===== config.mk =====
export PLATFORM = sky130hd
export DESIGN_NAME = uart_tx
export DESIGN_NICKNAME = d
export VERILOG_FILES = /design/src/rtl/uart_pkg.sv /design/src/rtl/uart_baud_cnt.sv /design/src/rtl/uart_tx.sv
export SDC_FILE = /design/constraint.sdc
export NUM_CORES = 1
export LEC_CHECK = 0
export ABC_AREA = 1
export BUFFER_PORTS_ARGS = -buffer_cell sky130_fd_sc_hd__buf_4
export CAP_MARGIN = 20
export CORE_UTILIZATION = 45
export DETAILED_ROUTE_END_ITERATION = 8
export PLACE_DENSITY = 0.66
export SKIP_LAST_GASP = 1
export SLEW_MARGIN = 10
export SYNTH_ARGS = -nofsm -noshare
export SYNTH_HDL_FRONTEND = slang
export SYNTH_SLANG_ARGS = --single-unit
export TNS_END_PERCENT = 5

===== constraint.sdc =====
create_clock -name clk -period 1.53 [get_ports clk]
set_input_delay 0 -clock clk [delete_from_list [all_inputs] [get_ports clk]]
set_output_delay 0 -clock clk [all_outputs]
set_load 0.01 [all_outputs]

===== src/rtl/uart_pkg.sv =====
// Shared UART definitions: data width, default bit period and the TX state encoding.
// PARITY exists only when UART_TX_PARITY_EN is defined.
package uart_pkg;

   localparam int UART_DATA_W       = 8;
   localparam int UART_CLKS_PER_BIT = 16;

   typedef enum logic [2:0] {
      IDLE   = 3'd0,
      FETCH  = 3'd1,
      LOAD   = 3'd2,
      START  = 3'd3,
      DATA   = 3'd4,
`ifdef UART_TX_PARITY_EN
      PARITY = 3'd5,
`endif
      STOP   = 3'd6
   } uart_state_e;

`ifdef UART_TX_PARITY_EN
   function automatic logic even_parity(input logic [UART_DATA_W-1:0] d);
      return ^d;
   endfunction
`endif

endpackage


===== src/rtl/uart_baud_cnt.sv =====
// Bit-period timer: load restarts a full period, tick marks the last cycle of the period.
module uart_baud_cnt
   import uart_pkg::*;
#(
   parameter int CLKS_PER_BIT = UART_CLKS_PER_BIT
) (
   input  logic clk,
   input  logic reset,
   input  logic load,
   output logic tick
);

   localparam int CNT_W = $clog2(CLKS_PER_BIT);

   logic [CNT_W-1:0] cnt_q;
   logic [CNT_W-1:0] cnt_d;

   always_comb begin
      cnt_d = cnt_q;
      if (load) begin
         cnt_d = CNT_W'(CLKS_PER_BIT - 1);
      end else if (cnt_q != {CNT_W{1'b0}}) begin
         cnt_d = cnt_q - {{(CNT_W-1){1'b0}}, 1'b1};
      end else begin
         cnt_d = cnt_q;
      end
   end

   always_ff @(posedge clk) begin
      if (reset) begin
         cnt_q <= {CNT_W{1'b0}};
      end else begin
         cnt_q <= cnt_d;
      end
   end

   assign tick = (cnt_q == {CNT_W{1'b0}});

endmodule


===== src/rtl/uart_tx.sv =====
// UART transmitter pulling bytes from an upstream FIFO: 8N1 frames, LSB first.
// Define UART_TX_PARITY_EN to insert an even-parity bit between DATA and STOP.
module uart_tx
   import uart_pkg::*;
#(
   parameter int CLKS_PER_BIT = UART_CLKS_PER_BIT
) (
   input  logic                   clk,
   input  logic                   reset,
   input  logic [UART_DATA_W-1:0] data_in,
   input  logic                   fifo_empty,
   output logic                   en_read,
   output logic                   tx,
   output logic                   busy
);

   uart_state_e            state_q;
   uart_state_e            state_d;
   logic [UART_DATA_W-1:0] shreg_q;
   logic [UART_DATA_W-1:0] shreg_d;
   logic [2:0]             idx_q;
   logic [2:0]             idx_d;
   logic                   tx_q;
   logic                   tx_d;
   logic                   bit_load;
   logic                   bit_tick;
`ifdef UART_TX_PARITY_EN
   logic                   par_q;
   logic                   par_d;
`endif

   uart_baud_cnt #(
      .CLKS_PER_BIT(CLKS_PER_BIT)
   ) u_baud_cnt (
      .clk  (clk),
      .reset(reset),
      .load (bit_load),
      .tick (bit_tick)
   );

   // Every bit entry reloads the timer, so each bit lasts exactly CLKS_PER_BIT cycles.
   always_comb begin
      state_d  = state_q;
      shreg_d  = shreg_q;
      idx_d    = idx_q;
      bit_load = 1'b0;
`ifdef UART_TX_PARITY_EN
      par_d    = par_q;
`endif
      case (state_q)
         IDLE: begin
            if (!fifo_empty) begin
               state_d = FETCH;
            end else begin
               state_d = IDLE;
            end
         end
         FETCH: begin
            state_d = LOAD;
         end
         LOAD: begin
            shreg_d  = data_in;
`ifdef UART_TX_PARITY_EN
            par_d    = even_parity(data_in);
`endif
            bit_load = 1'b1;
            state_d  = START;
         end
         START: begin
            if (bit_tick) begin
               bit_load = 1'b1;
               state_d  = DATA;
            end else begin
               state_d  = START;
            end
         end
         DATA: begin
            if (bit_tick) begin
               bit_load = 1'b1;
               idx_d    = idx_q + 3'd1;
               shreg_d  = {1'b0, shreg_q[UART_DATA_W-1:1]};
               if (idx_q == 3'd7) begin
`ifdef UART_TX_PARITY_EN
                  state_d = PARITY;
`else
                  state_d = STOP;
`endif
               end else begin
                  state_d = DATA;
               end
            end else begin
               state_d = DATA;
            end
         end
`ifdef UART_TX_PARITY_EN
         PARITY: begin
            if (bit_tick) begin
               bit_load = 1'b1;
               state_d  = STOP;
            end else begin
               state_d  = PARITY;
            end
         end
`endif
         STOP: begin
            if (bit_tick) begin
               state_d = IDLE;
            end else begin
               state_d = STOP;
            end
         end
         default: begin
            state_d = IDLE;
         end
      endcase
   end

   // Line level is derived from the next state so tx changes on the same edge as the state.
   always_comb begin
      tx_d = 1'b1;
      case (state_d)
         START:   tx_d = 1'b0;
         DATA:    tx_d = shreg_d[0];
`ifdef UART_TX_PARITY_EN
         PARITY:  tx_d = par_q;
`endif
         default: tx_d = 1'b1;
      endcase
   end

   always_ff @(posedge clk) begin
      if (reset) begin
         state_q <= IDLE;
         shreg_q <= {UART_DATA_W{1'b0}};
         idx_q   <= 3'd0;
         tx_q    <= 1'b1;
`ifdef UART_TX_PARITY_EN
         par_q   <= 1'b0;
`endif
      end else begin
         state_q <= state_d;
         shreg_q <= shreg_d;
         idx_q   <= idx_d;
         tx_q    <= tx_d;
`ifdef UART_TX_PARITY_EN
         par_q   <= par_d;
`endif
      end
   end

   assign en_read = (state_q == FETCH);
   assign busy    = (state_q != IDLE);
   assign tx      = tx_q;

endmodule


* Yosys cells after proc, flatten, opt, wreduce, memory -nomap -nowiden
Cells that the tools add are included.
Word-level totals: input bits 11, output and inout port bits 3, logic and storage cells 39, register bits 19
Cells by class: equal/unequal tests 9, add/sub/neg operators 2, reduce and logical (&&, ||, !) cells 9, mux-type cells 13
Operators by type and width (count):
- 3-bit case mux with 6 select lines | 1
- 8-bit case mux with 2 select lines | 1
- 3-bit == test (second input constant) | 4
- 3-bit by 2-bit == test with 1-bit output (second input constant) | 3
- 3-bit two-way mux | 3
- 4-bit two-way mux | 2
- 8-bit two-way mux | 1
- 4-bit zero test | 1
- 1-bit case mux with 2 select lines | 2
- 2-bit AND reduction | 2
- 2-bit nonzero test | 2
- 4-bit nonzero test | 1
- 4-bit by 1-bit subtractor with 4-bit output (second input constant) | 1
- 3-bit by 1-bit adder with 3-bit output (second input constant) | 1
- 3-bit by 1-bit == test with 1-bit output (second input constant) | 1
- 3-bit zero test | 1
- 3-bit nonzero test | 1
- 1-bit two-way mux | 2
- 2-bit two-way mux | 1
- 2-bit != test (second input constant) | 1
- 2-bit OR reduction | 1

* Depth between registers and ports, before layout
depth in word-level cells 6, depth in mapped cells 10, depth with buffers taken out 10

* By module
A second synthesis with hierarchy kept.
Unflattened totals: cells, all modules 146, area, all modules 996.0 µm²
Modules (own cells, without submodules):
- uart_tx | area an instance 770.7 µm², times used 1, cells an instance 112, sequential area each 300.3 µm²
- uart_baud_cnt | area an instance 225.2 µm², times used 1, cells an instance 34, sequential area each 80.1 µm²

* Least setup slack after synthesis
Ideal clock, no wire load.
path kind flip-flop to flip-flop, start point register u_baud_cnt.cnt_q[0], end point register u_baud_cnt.cnt_q[2], setup time 116 ps, clock period less this slack 1381 ps, arrival 1266 ps, cell stages (with the launch flop) 9, path slack 149 ps, required time 1414 ps, path buffers 0, cell sequence dfxtp_1 > inv_1 > ha_1 > nand2_4 > nor2_4 > nor2_4 > nand2_4 > nor3b_2 > nor2_1
Between the ends: cells in the longest elaborated chain, start to end 4, elaborated cells on any way between the ends 8, those cells by class add/sub: 1; mux: 4; reduce/logical: 3
RTL lines:
- from (decl) | RTL line uart_baud_cnt.sv:15 | logic [CNT_W-1:0] cnt_q;
- from (signal assigned) | RTL line uart_baud_cnt.sv:31 | cnt_q <= {CNT_W{1'b0}};
- from (signal assigned) | RTL line uart_baud_cnt.sv:33 | cnt_q <= cnt_d;
- parallel branches: the longest is 4 deep, another holds 4-bit by 1-bit subtractor with 4-bit output
Several ways; the timed one is not identified. The select of a mux whose other input is x is not followed. A chain may end at the register's enable or synchronous reset.

* Final worst setup path
start point register u_baud_cnt.cnt_q[0], end point register tx_q (netlist: tx)
Between the ends: cells in the longest elaborated chain, start to end 5, elaborated cells on any way between the ends 10, those cells by class eq/ne: 2; mux: 7; reduce/logical: 1
RTL lines:
- 4-bit zero test (*) | RTL line uart_baud_cnt.sv:37 | assign tick = (cnt_q == {CNT_W{1'b0}});
- 3-bit two-way mux (on tied branches) | RTL line uart_tx.sv:78, uart_tx.sv:70, uart_tx.sv:106
- 3-bit case mux with 6 select lines | RTL line uart_tx.sv:50 | case (state_q)
- 3-bit == test / 3-bit by 2-bit == test with 1-bit output (equally long branches) | RTL line uart_tx.sv:121 | case (state_d)
- 1-bit case mux with 2 select lines (*) | RTL line uart_tx.sv:121
- to (signal assigned) | RTL line uart_tx.sv:144 | tx_q <= tx_d;
- to (decl) | RTL line uart_tx.sv:23 | logic tx_q;
Mark *: on every way between the ends. The rest lies on a longest branch, timed or not. The select of a mux whose other input is x is not followed.

==> reports/results.md <==
| Item | Reported | Unit |
|:---|:---|:---|
| Run status | complete, no violations | - |
| Max VDD drop | 0.804 | mV |
| Area overhead of the layout relative to synthesis | 28.4 | % |
| Effective utilization at floorplan | 47.6 | % |
| Master cell of the clock root buffer | sky130_fd_sc_hd__clkbuf_4 | - |
| Met3 usage | 3.40 | % |
| Yosys cell types | 22 | - |
| Area occupied by multi-input gates | 488 | um^2 |
| Cell count after synthesis | 122 | - |
| Basic-gate share of the synthesized area counting and, or, nand and nor cells | 29.9 | % |
| Mean number of vias per cell | 4.92 | - |
| Critical Path Fanout Max | 7 | - |
| Core region area | 1960 | um^2 |
| Buffers added on ports | 13 | - |
| Number of flops mapped to enable cells by yosys | 0 | - |
| Worst clock skew on the final layout | 0.00278 | ns |
| Yosys warning count | 0 | - |
| Main combinational cell family by area after synthesis | simple AND/OR/NAND/NOR gates | - |
| Post-placement cell area | 1080 | um^2 |
| Die Area | 2260 | um^2 |
| Post-CTS Setup Inserts | 0 | - |
| MaxCap Viol Count | 0 | - |
| Xor and xnor area share after synthesis | 1.87 | % |
| Total inserted antenna cells | 0 | - |
| Height of the die | 47.6 | um |
| Antenna violations before repair | 0 | - |
| Routed wire per std cell | 10.7 | um |
| Arrival time of data at the critical path endpoint | 1.57 | ns |
| Final nets | 164 | - |
| HPWL after DPL | 1370 | um |
| Number of levels in the clock H-tree | 1 | - |
| RSZ-0062 raised after global routing | false | - |
| Area occupied by registers | 380 | um^2 |
| Remaining Overflow, GRT | 0 | - |
| Design Power | 1.60 | mW |
| Count of TritonRoute iterations in the first routing pass | 4 | - |
| Share of the clock period used by the worst path | 90.2 | % |
| Critical path endpoint category | flip-flop | - |
| Routability cong. | 0.885 | - |
| Final number of max-transition violations | 0 | - |
| Area of the mapped netlist | 935 | um^2 |
| Top cell types by occurrence after synthesis | sky130_fd_sc_hd__nand2_1, sky130_fd_sc_hd__dfxtp_1, sky130_fd_sc_hd__inv_1 | - |
| Yosys reg bits | 19 | - |
| Slew at the pin closest to its max-slew limit | 0.214 | ns |
| Leakage power figure | 0.564 | nW |
| Post-synthesis compound-gate area fraction | 15.1 | % |
| Layout fillers | 204 | - |
| Synthesized Nets | 136 | - |
| Fraction of the mapped netlist area in adder cells | 4.02 | % |
| Busiest metal layer after global routing | met2 | - |
| Largest net degree at the start of global routing | 14 | - |
| Global routing met1 resource utilization | 24.8 | % |
| Sum of negative setup slack | 0 | ns |
| Classification of the worst setup path | flip-flop to flip-flop | - |
| Placement-stage worst setup slack | 0.0692 | ns |
| IO Pins | 14 | - |
| Ys async rst share | 0 | % |
| Met2 capacity usage during global routing | 33.7 | % |
| CP Launch Type | flip-flop | - |
| Vias in the first global route | 765 | - |
| Clock-pin slew of the registers on the worst-case setup and hold paths | 0.10 | ns |
| Top cells by area, synth | sky130_fd_sc_hd__dfxtp_1, sky130_fd_sc_hd__nand2_1, sky130_fd_sc_hd__inv_1, sky130_fd_sc_hd__a21oi_1, sky130_fd_sc_hd__nand3_1 | - |
| Primary flip-flop cell chosen by synthesis mapping | sky130_fd_sc_hd__dfxtp_1 | - |
| Part of the Yosys area used for sequential elements | 40.7 | % |
| Area share of the largest cell type after synthesis | 40.7 | % |
| Worst min path class | primary input to flip-flop | - |
| Syn Area/Cell | 7.66 | um^2 |
| DR vias | 866 | - |
| Share of synthesized area spent on multiplexers | 0 | % |
| Cell area after layout | 1200 | um^2 |
| Count of final hold-check violations | 0 | - |
| Dominant cell by count in the synthesized netlist | sky130_fd_sc_hd__nand2_1 | - |
| Shortest period the worst path allows | 1.38 | ns |
| Highest achievable clock rate | 725 | MHz |
| CTS buffer count | 3 | - |
| Total clock sinks | 19 | - |
| Fraction of final layout cells sized beyond drive strength 1 | 22.1 | % |
| TritonCTS clock tree | built | - |
| Final setup violating endpoints | 0 | - |
| Tightest slew margin relative to the limit | 85.7 | % |
| Post-layout worst setup margin | 0.150 | ns |
| Wire length of the first global-routing pass | 3150 | um |
| Chip Width | 47.6 | um |
| Power per standard cell area | 1330 | nW/um^2 |
| Overall track demand over capacity in global routing | 19.6 | % |
| Clock latency of the later-clocked register in the worst-skew pair | 0.29 | ns |
| Number of routed nets with antenna violations | 0 | - |
| Maximum clock path buffer count | 2 | - |
| Initial DRC count | 15 | - |
| DRC violation count after routing | 0 | - |
| Wire length reported by the detailed router | 1880 | um |
| Library cell with the largest summed area after synthesis | sky130_fd_sc_hd__dfxtp_1 | - |
| Worst path required time | 1.72 | ns |
| Count of standard-cell rows | 16 | - |
==> layout by cell type, fill, tap and decap left out <==
master                           n
sky130_fd_sc_hd__nand2_1        22
sky130_fd_sc_hd__nor2_4          3
sky130_fd_sc_hd__nand2_2         2
sky130_fd_sc_hd__a21oi_1        10
sky130_fd_sc_hd__nand3_1        10
sky130_fd_sc_hd__o21ai_0         5
sky130_fd_sc_hd__a22oi_1         5
sky130_fd_sc_hd__nand3_2         1
sky130_fd_sc_hd__clkbuf_1        1
sky130_fd_sc_hd__or2_2           1
sky130_fd_sc_hd__dfxtp_1        19
sky130_fd_sc_hd__clkbuf_4        3
sky130_fd_sc_hd__o21ai_2         1
sky130_fd_sc_hd__nor2_1         13
sky130_fd_sc_hd__o21a_1          1
sky130_fd_sc_hd__dlygate4sd3_1   8
sky130_fd_sc_hd__xor2_1          2
sky130_fd_sc_hd__inv_1          16
sky130_fd_sc_hd__buf_4          17
sky130_fd_sc_hd__ha_4            1
sky130_fd_sc_hd__nand2_4         2
sky130_fd_sc_hd__ha_1            2
sky130_fd_sc_hd__nor3b_2         1
sky130_fd_sc_hd__a31oi_1         2
sky130_fd_sc_hd__inv_2           1
==> stage by stage <==
stage	cells	utilization [%]	hold WS [ns]
finish	176	61.2	0.00504
global route	176	61.2	0.00285
CTS	176	60.5	0.0115
detailed placement	164	55.1	0.281
global placement	164	55.1	0.275
floorplan	122	-	0.0694
==> per-layer routing <==
| metal | wire, um | vias up |
|---|---|---|
| met1 | 857 | 392 |
| met5 | 0 | - |
| met3 | 49 | 5 |
| met4 | 29 | 0 |
| li1 | - | 453 |
| met2 | 945 | 16 |
==> worst paths after layout <==
path,slack (ns),startpoint,cells past startpoint,endpoint
worst min register to register,0.47,shreg_q[7]$_SDFFE_PP0P_,2,shreg_q[7]$_SDFFE_PP0P_
worst max register to register,0.15,u_baud_cnt.cnt_q[0]$_SDFFE_PP0P_,9,tx$_SDFF_PP1_
worst min-delay path,0.005,data_in[1],3,shreg_q[1]$_SDFFE_PP0P_
worst max-delay path,0.15,u_baud_cnt.cnt_q[0]$_SDFFE_PP0P_,9,tx$_SDFF_PP1_
==> state kept, by name, summed over array words and instances (netlist names) <==
| name | count |
|---|---|
| tx | 1 |
| idx_q | 3 |
| state_q | 3 |
| shreg_q | 8 |
| u_baud_cnt.cnt_q | 4 |
==> where the power goes <==
| group | internal, mW | switching, mW | total (mW) |
|---|---|---|---|
| Sequential | 0.577 | 0.0618 | 0.639 |
| Combinational | 0.322 | 0.388 | 0.710 |
| Clock | 0.102 | 0.150 | 0.252 |
| Total | 1.00 | 0.600 | 1.60 |
==> area by class of cell <==
class	instances	area share (%)
well taps	27	2.82
repair buffers	25	17.3
flip-flops and latches	19	31.7
clock buffers	4	2.19
multi-input cells	84	40.7
inverters	17	5.32
==> what timing repair did <==
| item | 4_1_cts | 5_1_grt |
|---|---|---|
| endpoints found under the setup margin | 0 | 13 |
| gates resized for setup | 0 | 2 |
| hold buffers | 8 | 0 |
| endpoints found under the hold margin | 11 | 0 |
==> kinds of logic after synthesis <==
logic type	after synthesis
compound gates	24
xor+xnor	2
fa+ha+maj	3
buf+inv	19
flops	19
simple gates	55
==> worst max-delay path, cell delays in order, from the launching register on <==
cell	delay [ns]
sky130_fd_sc_hd__dfxtp_1	0.34
sky130_fd_sc_hd__inv_1	0.11
sky130_fd_sc_hd__ha_4	0.19
sky130_fd_sc_hd__nand2_4	0.08
sky130_fd_sc_hd__inv_1	0.06
sky130_fd_sc_hd__nand3_1	0.16
sky130_fd_sc_hd__nand3_1	0.13
sky130_fd_sc_hd__nand3_1	0.09
sky130_fd_sc_hd__nand2_1	0.07
sky130_fd_sc_hd__nand2_1	0.05
Note: power is estimated with default switching activity, not from simulation.
